## config.mk

```make
export PLATFORM = sky130hd
export DESIGN_NAME = mul_seq_ctrl
export DESIGN_NICKNAME = d
export VERILOG_FILES = /design/src/rtl/mul_pkg.sv /design/src/rtl/acc_reg.sv /design/src/rtl/mul_seq_ctrl.sv
export SDC_FILE = /design/constraint.sdc
export NUM_CORES = 1
export LEC_CHECK = 0
export BUFFER_PORTS_ARGS = -buffer_cell sky130_fd_sc_hd__buf_2
export CAP_MARGIN = 20
export CORE_ASPECT_RATIO = 1.5
export CORE_MARGIN = 8
export CORE_UTILIZATION = 44
export DETAILED_ROUTE_END_ITERATION = 6
export GPL_TIMING_DRIVEN = 0
export PLACE_DENSITY_LB_ADDON = 0.15
export SYNTH_ARGS = -nofsm -noshare
export SYNTH_HDL_FRONTEND = slang
export SYNTH_HIERARCHICAL = 1
export SYNTH_SLANG_ARGS = --single-unit
```

## constraint.sdc

```tcl
create_clock -name clk -period 4.45 [get_ports clk]
set_input_delay 1.335 -clock clk [delete_from_list [all_inputs] [get_ports clk]]
set_output_delay 1.335 -clock clk [all_outputs]
set_load 0.005 [all_outputs]
```

## src/rtl/mul_pkg.sv

```systemverilog
`default_nettype none
// +--------------------------------------------------------------------+
// | mul_pkg : shared types and constants for the sequential multiplier |
// | Rev 1.0                                                            |
// +--------------------------------------------------------------------+
package mul_pkg;

  localparam int C_WIDTH_DEF = 16;

  // Iteration counter width, kept at least one bit for degenerate widths.
  function automatic int cnt_width(input int w);
    return (w > 1) ? $clog2(w) : 1;
  endfunction

  localparam int C_CNT_W_DEF = cnt_width(C_WIDTH_DEF);

  typedef enum logic [1:0] {
    IDLE = 2'd0,
    RUN  = 2'd1,
    DONE = 2'd2
  } state_e;

endpackage
`default_nettype wire

```

## src/rtl/acc_reg.sv

```systemverilog
`default_nettype none
// +--------------------------------------------------------------------+
// | acc_reg : write-enabled accumulator register, sync active-low rst  |
// | Rev 1.0                                                            |
// +--------------------------------------------------------------------+
module acc_reg #(
  parameter int W = 33
) (
  input  logic         clk,
  input  logic         rst,
  input  logic         i_wen,
  input  logic [W-1:0] i_d,
  output logic [W-1:0] o_q
);

  logic [W-1:0] r_q;

  always_ff @(posedge clk) begin
    if (!rst) begin
      r_q <= '0;
    end else if (i_wen) begin
      r_q <= i_d;
    end
  end

  assign o_q = r_q;

endmodule
`default_nettype wire

```

## src/rtl/mul_seq_ctrl.sv

```systemverilog
`default_nettype none
// +--------------------------------------------------------------------+
// | mul_seq_ctrl : shift-add sequential multiplier, one bit per cycle  |
// | Rev 1.0                                                            |
// +--------------------------------------------------------------------+
module mul_seq_ctrl
  import mul_pkg::*;
#(
  parameter int WIDTH = C_WIDTH_DEF
) (
  input  logic               clk,
  input  logic               rst,
  input  logic               start,
  input  logic [WIDTH-1:0]   a,
  input  logic [WIDTH-1:0]   b,
  output logic               busy,
  output logic               done,
  output logic [2*WIDTH-1:0] product
);

  localparam int C_CW = cnt_width(WIDTH);
  localparam int C_AW = 2 * WIDTH + 1;

  state_e            r_state;
  state_e            w_state_nxt;
  logic [WIDTH-1:0]  r_mcand;
  logic [C_CW-1:0]   r_count;
  logic [C_CW-1:0]   w_count_nxt;
  logic [C_AW-1:0]   w_acc;
  logic [C_AW-1:0]   w_acc_d;
  logic              w_acc_wen;
  logic              w_accept;
  logic              w_last;
  logic [WIDTH:0]    w_sum;

  acc_reg #(
    .W (C_AW)
  ) u_acc (
    .clk   (clk),
    .rst   (rst),
    .i_wen (w_acc_wen),
    .i_d   (w_acc_d),
    .o_q   (w_acc)
  );

  assign w_accept = start && (r_state != RUN);
  assign w_last   = (r_count == C_CW'(WIDTH - 1));
  assign w_sum    = {1'b0, w_acc[2*WIDTH-1:WIDTH]}
                  + (w_acc[0] ? {1'b0, r_mcand} : {(WIDTH+1){1'b0}});

  always_ff @(posedge clk) begin
    if (!rst) begin
      r_state <= IDLE;
      r_mcand <= '0;
      r_count <= '0;
    end else begin
      r_state <= w_state_nxt;
      r_count <= w_count_nxt;
      if (w_accept) begin
        r_mcand <= a;
      end
    end
  end

  always_comb begin
    w_state_nxt = r_state;
    w_count_nxt = r_count;
    w_acc_d     = w_acc;
    w_acc_wen   = 1'b0;
    case (r_state)
      IDLE, DONE: begin
        if (w_accept) begin
          w_acc_d     = {{(WIDTH+1){1'b0}}, b};
          w_acc_wen   = 1'b1;
          w_count_nxt = '0;
          w_state_nxt = RUN;
        end else begin
          w_state_nxt = IDLE;
        end
      end
      RUN: begin
        // Multiplier bits retire from the LSB while partial sums enter at the top.
        w_acc_d   = {1'b0, w_sum, w_acc[WIDTH-1:1]};
        w_acc_wen = 1'b1;
        if (w_last) begin
          w_count_nxt = '0;
          w_state_nxt = DONE;
        end else begin
          w_count_nxt = r_count + C_CW'(1);
        end
      end
      default: begin
        w_state_nxt = IDLE;
      end
    endcase
  end

  assign busy    = (r_state == RUN);
  assign done    = (r_state == DONE);
  assign product = w_acc[2*WIDTH-1:0];

  // The carry guard bit must have drained by the time the result is presented.
  a_acc_msb_clear : assert property (@(posedge clk) disable iff (!rst)
    (r_state == DONE) |-> !w_acc[C_AW-1]);

endmodule
`default_nettype wire

```

==> metrics.md, run 1 <==
| Metric | Value |
|---|---|
| Max VDD drop | 0.156 mV |
| Static Leakage | 1.98 nW |
| First drt pass iteration count | 4 |
| PortBufs | approximately 70 |
| Status | finished clean |
| Worst reg2reg path depth | 10 |
| FMAX | about 330 MHz |
| N_diodes | 0 |
| Cts hold-fix bufs | 0 |
| Fin. max-slew vios | 0 |
| CTS root buf | clkbuf_16 |
| Hold slack final | 452 ps |
| RR Startpoint | u_acc/o_q[0]$_SDFFE_PN0P_ |
| Worst R2R Setup Slack | 1460 ps |
| Drt first-iter violations | between 100 and 150 |
| Routed vias/inst | 5.49 |
| Dpl ws | 1470 ps |
| Non-Filler Instances | 636 |
| Placed insts | 628 |
| Type of origin of the critical path | flop |
| Critical R2R Capture | u_acc/o_q[29]$_SDFFE_PN0P_ |
| GPL Wtd Cong | 0.923 |
| Critical Path Sink Type | flop |
| Layout cell share with drive strength beyond 1 | 0.193 |
| Die area | 12000 um2 |
| Num rows | just over 40 |
| Post-DP HPWL | 8330 um |
| Drc violations | 0 |
| WS Path Type | reg2reg |
| Starting Density | 0.454 |
| Post-DRT Antenna Nets | 0 |
| Bufs on Longest Clock Path | 2 |
| Vias | 3489 |
| Min-delay worst type | reg2reg |
| Hold Vio Cnt, Final | 0 |
| Global-route wire length before repair | 16900 um |
| Post-Route Skew | 6.03 ps |
| GRT Total Usage | 0.177 |
| Clk_lat worst skew | ~300 ps |
| Largest net degree at the start of global routing | 17 |
| DRT Wirelength | about 11000 um |
| Hold path depth | 2 |
| Most frequent cells in the layout | buf_2, nand2_1, dfxtp_1, nor2b_1, mux2i_1 |
| H-tree level count | 2 |
| Nets@finish | just under 600 |
| RSZ-0062 raised after global routing | false |
| Sequential Area | 1080 um2 |
| Mapped Avg Cell Area | approximately 8.4 um2 |
| PnR Total Power | 1.19 mW |
| Critical path required time | 4690 ps |
| Vias in the first global route | around 3500 |
| # IOs | 69 |
| Max-cap viol count | 0 |
| Area Growth Syn to Fin | 16.6% |
| Syn_nets | 506 |
| Worst endpoint data arrival time | 3230 ps |
| Post-Synthesis Cells | 453 |
| Die width | 92.1 um |
| Register clock-pin slew on the reported worst setup and hold paths | 70 ps |
| Overflow after GRT | 0 |
| Clk sinks | 54 |
| Cell Area, Synth | around 3800 um2 |
| Fin crit share | 0.672 |
| Fin util | 0.530 |
| Post-route cell area | roughly 4500 um2 |
| Most common cell after layout, fill and taps aside | buf_2 |
| PnR worst setup slack | roughly 1500 ps |
| Hold Startpoint | r_mcand[8]$_SDFFE_PN0P_ |
| # Post-CTS Setup Buffers | 0 |
| Setup TNS | 0 ps |
| Hold Path End | r_mcand[8]$_SDFFE_PN0P_ |
| Cell Pwr Density | 267 nW/um2 |
| Critical path fanouts, max | 11 |
| Setup violations, final | 0 |
| Slew headroom | 0.623 |
| Crit path time final | approximately 3000 ps |
| Initial antenna violation count | 0 |
| DR WL/cell | 16.8 um |
| Core footprint | 8410 um2 |
| TritonCTS clock tree | yes |
| Final-layout fill cell count | 848 |
| Warning count from the yosys run | 6 |
| CTS buffer count | 5 |
| Multi-input logic area | 2490 um2 |
| Die H | ~130 um |
| Slew @ Worst Pin | 566 ps |
| Post_cts resized | 0 |
| Placed cell areas | 4290 um2 |
worst max path at each step:
stage	from	to
global placement	start	u_acc/o_q[0]$_SDFFE_PN0P_
floorplan	u_acc/o_q[0]$_SDFFE_PN0P_	u_acc/o_q[29]$_SDFFE_PN0P_
global route	u_acc/o_q[0]$_SDFFE_PN0P_	u_acc/o_q[29]$_SDFFE_PN0P_
detailed placement	u_acc/o_q[0]$_SDFFE_PN0P_	u_acc/o_q[29]$_SDFFE_PN0P_
finish	u_acc/o_q[0]$_SDFFE_PN0P_	u_acc/o_q[29]$_SDFFE_PN0P_
CTS	u_acc/o_q[0]$_SDFFE_PN0P_	u_acc/o_q[29]$_SDFFE_PN0P_
worst max-delay path, stage by stage (launching register included):
cell       delay [ps]
dfxtp_1           510
clkbuf_1          320
nand2_1           180
fa_1              460
and2b_1           250
o2111ai_2         180
a2111oi_2         460
nor4_1             90
o31ai_1           260
mux2i_1           110
nor2b_1           110
routing by layer:
metal | track usage | up-vias | share of wire
met2 | 0.324 | 80 | 0.51
met5 | 0 | - | 0
met1 | 0.181 | 1609 | 0.40
li1 | - | 1775 | -
met4 | 0.104 | 0 | 0.042
met3 | 0.0351 | 25 | 0.044
area by class of cell:
class                   count  area share
inverters                   5     0.00421
plain buffers              33      0.0514
flip-flops and latches     54       0.243
clock buffers               7      0.0343
clock inverters             1     0.00197
repair buffers             68      0.0764
well taps                 107      0.0300
multi-input cells         361       0.559
state kept, by name (all words and copies together), names as in the netlist:
signal / flops
u_acc/o_q: 32
r_mcand: 16
r_count: 4
r_state: 2
report_power, final:
part           total (mW)  internal, mW  leakage (nW)  switching, mW
sequential          0.532         0.509         0.441         0.0234
combinational       0.230         0.109          1.46          0.122
clock               0.428         0.241        0.0801          0.187
No activity file was read; power rests on OpenSTA's default activity.
==> run 2, diff against run 1 <==
==> constraint.sdc (replaced) <==
create_clock -name clk -period 3.05 [get_ports clk]
set_input_delay 0.915 -clock clk [delete_from_list [all_inputs] [get_ports clk]]
set_output_delay 0.915 -clock clk [all_outputs]
set_load 0.005 [all_outputs]
==> run 2 against run 1 <==
  * Sequential share of layout area about the same
  * Cell area hardly changed
  * Power grew 46%
  * Sequential power grew 46%
  * Final cell count unchanged
  * Fmax increased by 4.9%
  * Via count grew 0.14%
  * Critical path type unchanged
  * Critical endpoint unchanged
==> metrics.md, run 2 (synthesized netlist as in run 1, its figures left out) <==
| Metric | Value |
|---|---|
| Switching share of power | 0.279 (about the same) |
| # Post-CTS Setup Buffers | 0 (unchanged) |
| Slew headroom | 0.622 (-0.000769) |
| Post-Route Skew | 6.00 ps (-0.0313 ps) |
| Final-layout fill cell count | 846 (-0.24%) |
| # IOs | 69 (unchanged) |
| Post_cts resized | 0 (unchanged) |
| H-tree level count | 2 (unchanged) |
| Worst-path cell chain | and2_1 > ha_1 > inv_1 > fa_1 > and2b_1 > o2111ai_2 > a2111oi_2 > nor4_1 > o31ai_1 > mux2i_1 > nor2b_1 |
| Dpl ws | 69.7 ps (-1400 ps) |
| Worst R2R Setup Slack | 200 ps (-1260 ps) |
| Critical Path Sink Type | flop |
| Die H | 130 um (unchanged) |
| CTS root buf | clkbuf_16 |
| GPL Wtd Cong | 0.923 (unchanged) |
| RSZ-0062 raised after global routing | false |
| Hold slack final | 451 ps (-1.21 ps) |
| DR WL/cell | 16.8 um (about the same) |
| Die width | 92.1 um (unchanged) |
| N_diodes | 0 (unchanged) |
| Max VDD drop | 0.253 mV (+62%) |
| Starting Density | 0.454 (unchanged) |
| Num rows | 41 (unchanged) |
| Flop pwr share | 0.447 (about the same) |
| Layout cell share with drive strength beyond 1 | 0.197 (+0.00378) |
| Largest net degree at the start of global routing | 17 (unchanged) |
| Cell Pwr Density | 390 nW/um2 (+46%) |
| WS Path Type | reg2reg |
| P_int | 1.25 mW (+46%) |
| GR Util met2 | 0.324 (unchanged) |
| DRT Wirelength | 10700 um (about the same) |
| Clk sinks | 54 (unchanged) |
| Setup violations, final | 0 (unchanged) |
| Post-route cell area | 4460 um2 (about the same) |
| Clk_lat worst skew | 300 ps (about the same) |
| Fin. max-slew vios | 0 (unchanged) |
| FMAX | 351 MHz (+4.9%) |
| Max reg flops | 32 (unchanged) |
| Cts hold-fix bufs | 0 (unchanged) |
| Core footprint | 8410 um2 (unchanged) |
| Drt first-iter violations | 143 (-2.1%) |
| First drt pass iteration count | 4 (unchanged) |
| Setup TNS | 0 ps (unchanged) |
| Initial antenna violation count | 0 (unchanged) |
| Critical path fanouts, max | 11 (unchanged) |
| GRT Total Usage | 0.177 (unchanged) |
| Max incr delay on CP | 460 ps (-50 ps) |
| Drc violations | 0 (unchanged) |
| Min-delay worst type | reg2reg |
| CTS buffer count | 5 (unchanged) |
| Vias in the first global route | 3466 (unchanged) |
| Fin crit share | 0.934 (+0.263) |
| TritonCTS clock tree | yes |
| Placed insts | 628 (unchanged) |
| PnR worst setup slack | 200 ps (-1260 ps) |
| Global-route wire length before repair | 16900 um (unchanged) |
| Met1 usage in global routing | 0.181 (unchanged) |
| Vias | 3494 (+0.14%) |
| Critical path required time | 3290 ps (-1400 ps) |
| Routed vias/inst | 5.49 (+0.14%) |
| Static Leakage | 1.98 nW (+0.19%) |
| Register clock-pin slew on the reported worst setup and hold paths | 70 ps (about the same) |
| Max-cap viol count | 0 (unchanged) |
| Most used routing layer | met2 |
| Crit path time final | 2850 ps (-139 ps) |
| Most frequent cells in the layout | buf_2, nand2_1, dfxtp_1, nor2b_1, mux2i_1 |
| Non-Filler Instances | 636 (unchanged) |
| Area Growth Syn to Fin | 16.7% (about the same) |
| Routing usage on met3 | 0.0351 (unchanged) |
| Post-DRT Antenna Nets | 0 (unchanged) |
| Net load switching power | 0.484 mW (+46%) |
| Slew @ Worst Pin | 567 ps (+1.15 ps) |
| Most common cell after layout, fill and taps aside | buf_2 |
| Die area | 12000 um2 (unchanged) |
| Type of origin of the critical path | flop |
| Overflow after GRT | 0 (unchanged) |
| Part of the power in combinational logic | 0.194 (about the same) |
| Placed cell areas | 4290 um2 (unchanged) |
| Post-DP HPWL | 8330 um (unchanged) |
| Status | finished clean |
| Slowest cell on the critical path | a2111oi_2 |
| Clock share of power | 0.359 (about the same) |
| Worst endpoint data arrival time | 3090 ps (-140 ps) |
| PortBufs | 68 (unchanged) |
| Hold Vio Cnt, Final | 0 (unchanged) |
| Nets@finish | 581 (unchanged) |
| Bufs on Longest Clock Path | 2 (unchanged) |
## run 2: cell types whose count changed in the layout (fill, tap and decap cells not counted)
cell,previous run,this run
dfxtp_2,0,1
clkbuf_2,0,1
dfxtp_1,54,53
clkbuf_1,15,14
## run 2: worst paths after layout
check,start,end,cells after the start
worst max register to register,u_acc/o_q[0]$_SDFFE_PN0P_,u_acc/o_q[29]$_SDFFE_PN0P_,11
worst max-delay path,u_acc/o_q[0]$_SDFFE_PN0P_,u_acc/o_q[29]$_SDFFE_PN0P_,11
worst min-delay path,r_mcand[8]$_SDFFE_PN0P_,r_mcand[8]$_SDFFE_PN0P_,2
worst min register to register,r_mcand[8]$_SDFFE_PN0P_,r_mcand[8]$_SDFFE_PN0P_,2
## run 2: cell type report
type / count / area, um2 / area share
plain buffers: 33 / 230 / 0.0516
clock buffers: 7 / 153 / 0.0342
clock inverters: 1 / 8.76 / 0.00196
inverters: 5 / 18.8 / 0.00421
multi-input cells: 361 / 2490 / 0.559
flip-flops and latches: 54 / 1080 / 0.243
well taps: 107 / 134 / 0.0300
repair buffers: 68 / 340 / 0.0763
## run 2: per-stage QoR
stage	total power, mW	utilization
2_1_floorplan	1.02	-
3_3_place_gp	1.12	0.510
3_5_place_dp	1.13	0.510
4_1_cts	1.76	0.530
5_1_grt	1.83	0.530
6_report	1.74	0.530
## run 2: routing by layer
layer  vias up  share of wire
met5         -              0
met4         0          0.042
met3        25          0.045
met2        80           0.51
met1      1613           0.40
li1       1776              -
## run 2: power groups by stage
stage          combinational [mW]  sequential, mW  clock [mW]
6_report                    0.337           0.776       0.624
5_1_grt                     0.373           0.783       0.677
4_1_cts                     0.339           0.776       0.646
3_5_place_dp                0.337           0.792           0
3_3_place_gp                0.334           0.791           0
2_1_floorplan               0.233           0.786           0
## run 2: critical path, delay by kind of cell (launching register included)
kind            cells  cell delay (ps)
compound gates      3              900
simple gates        4              650
fa+ha+maj           2              620
flops               1              420
mux                 1              110
buf+inv             1               80
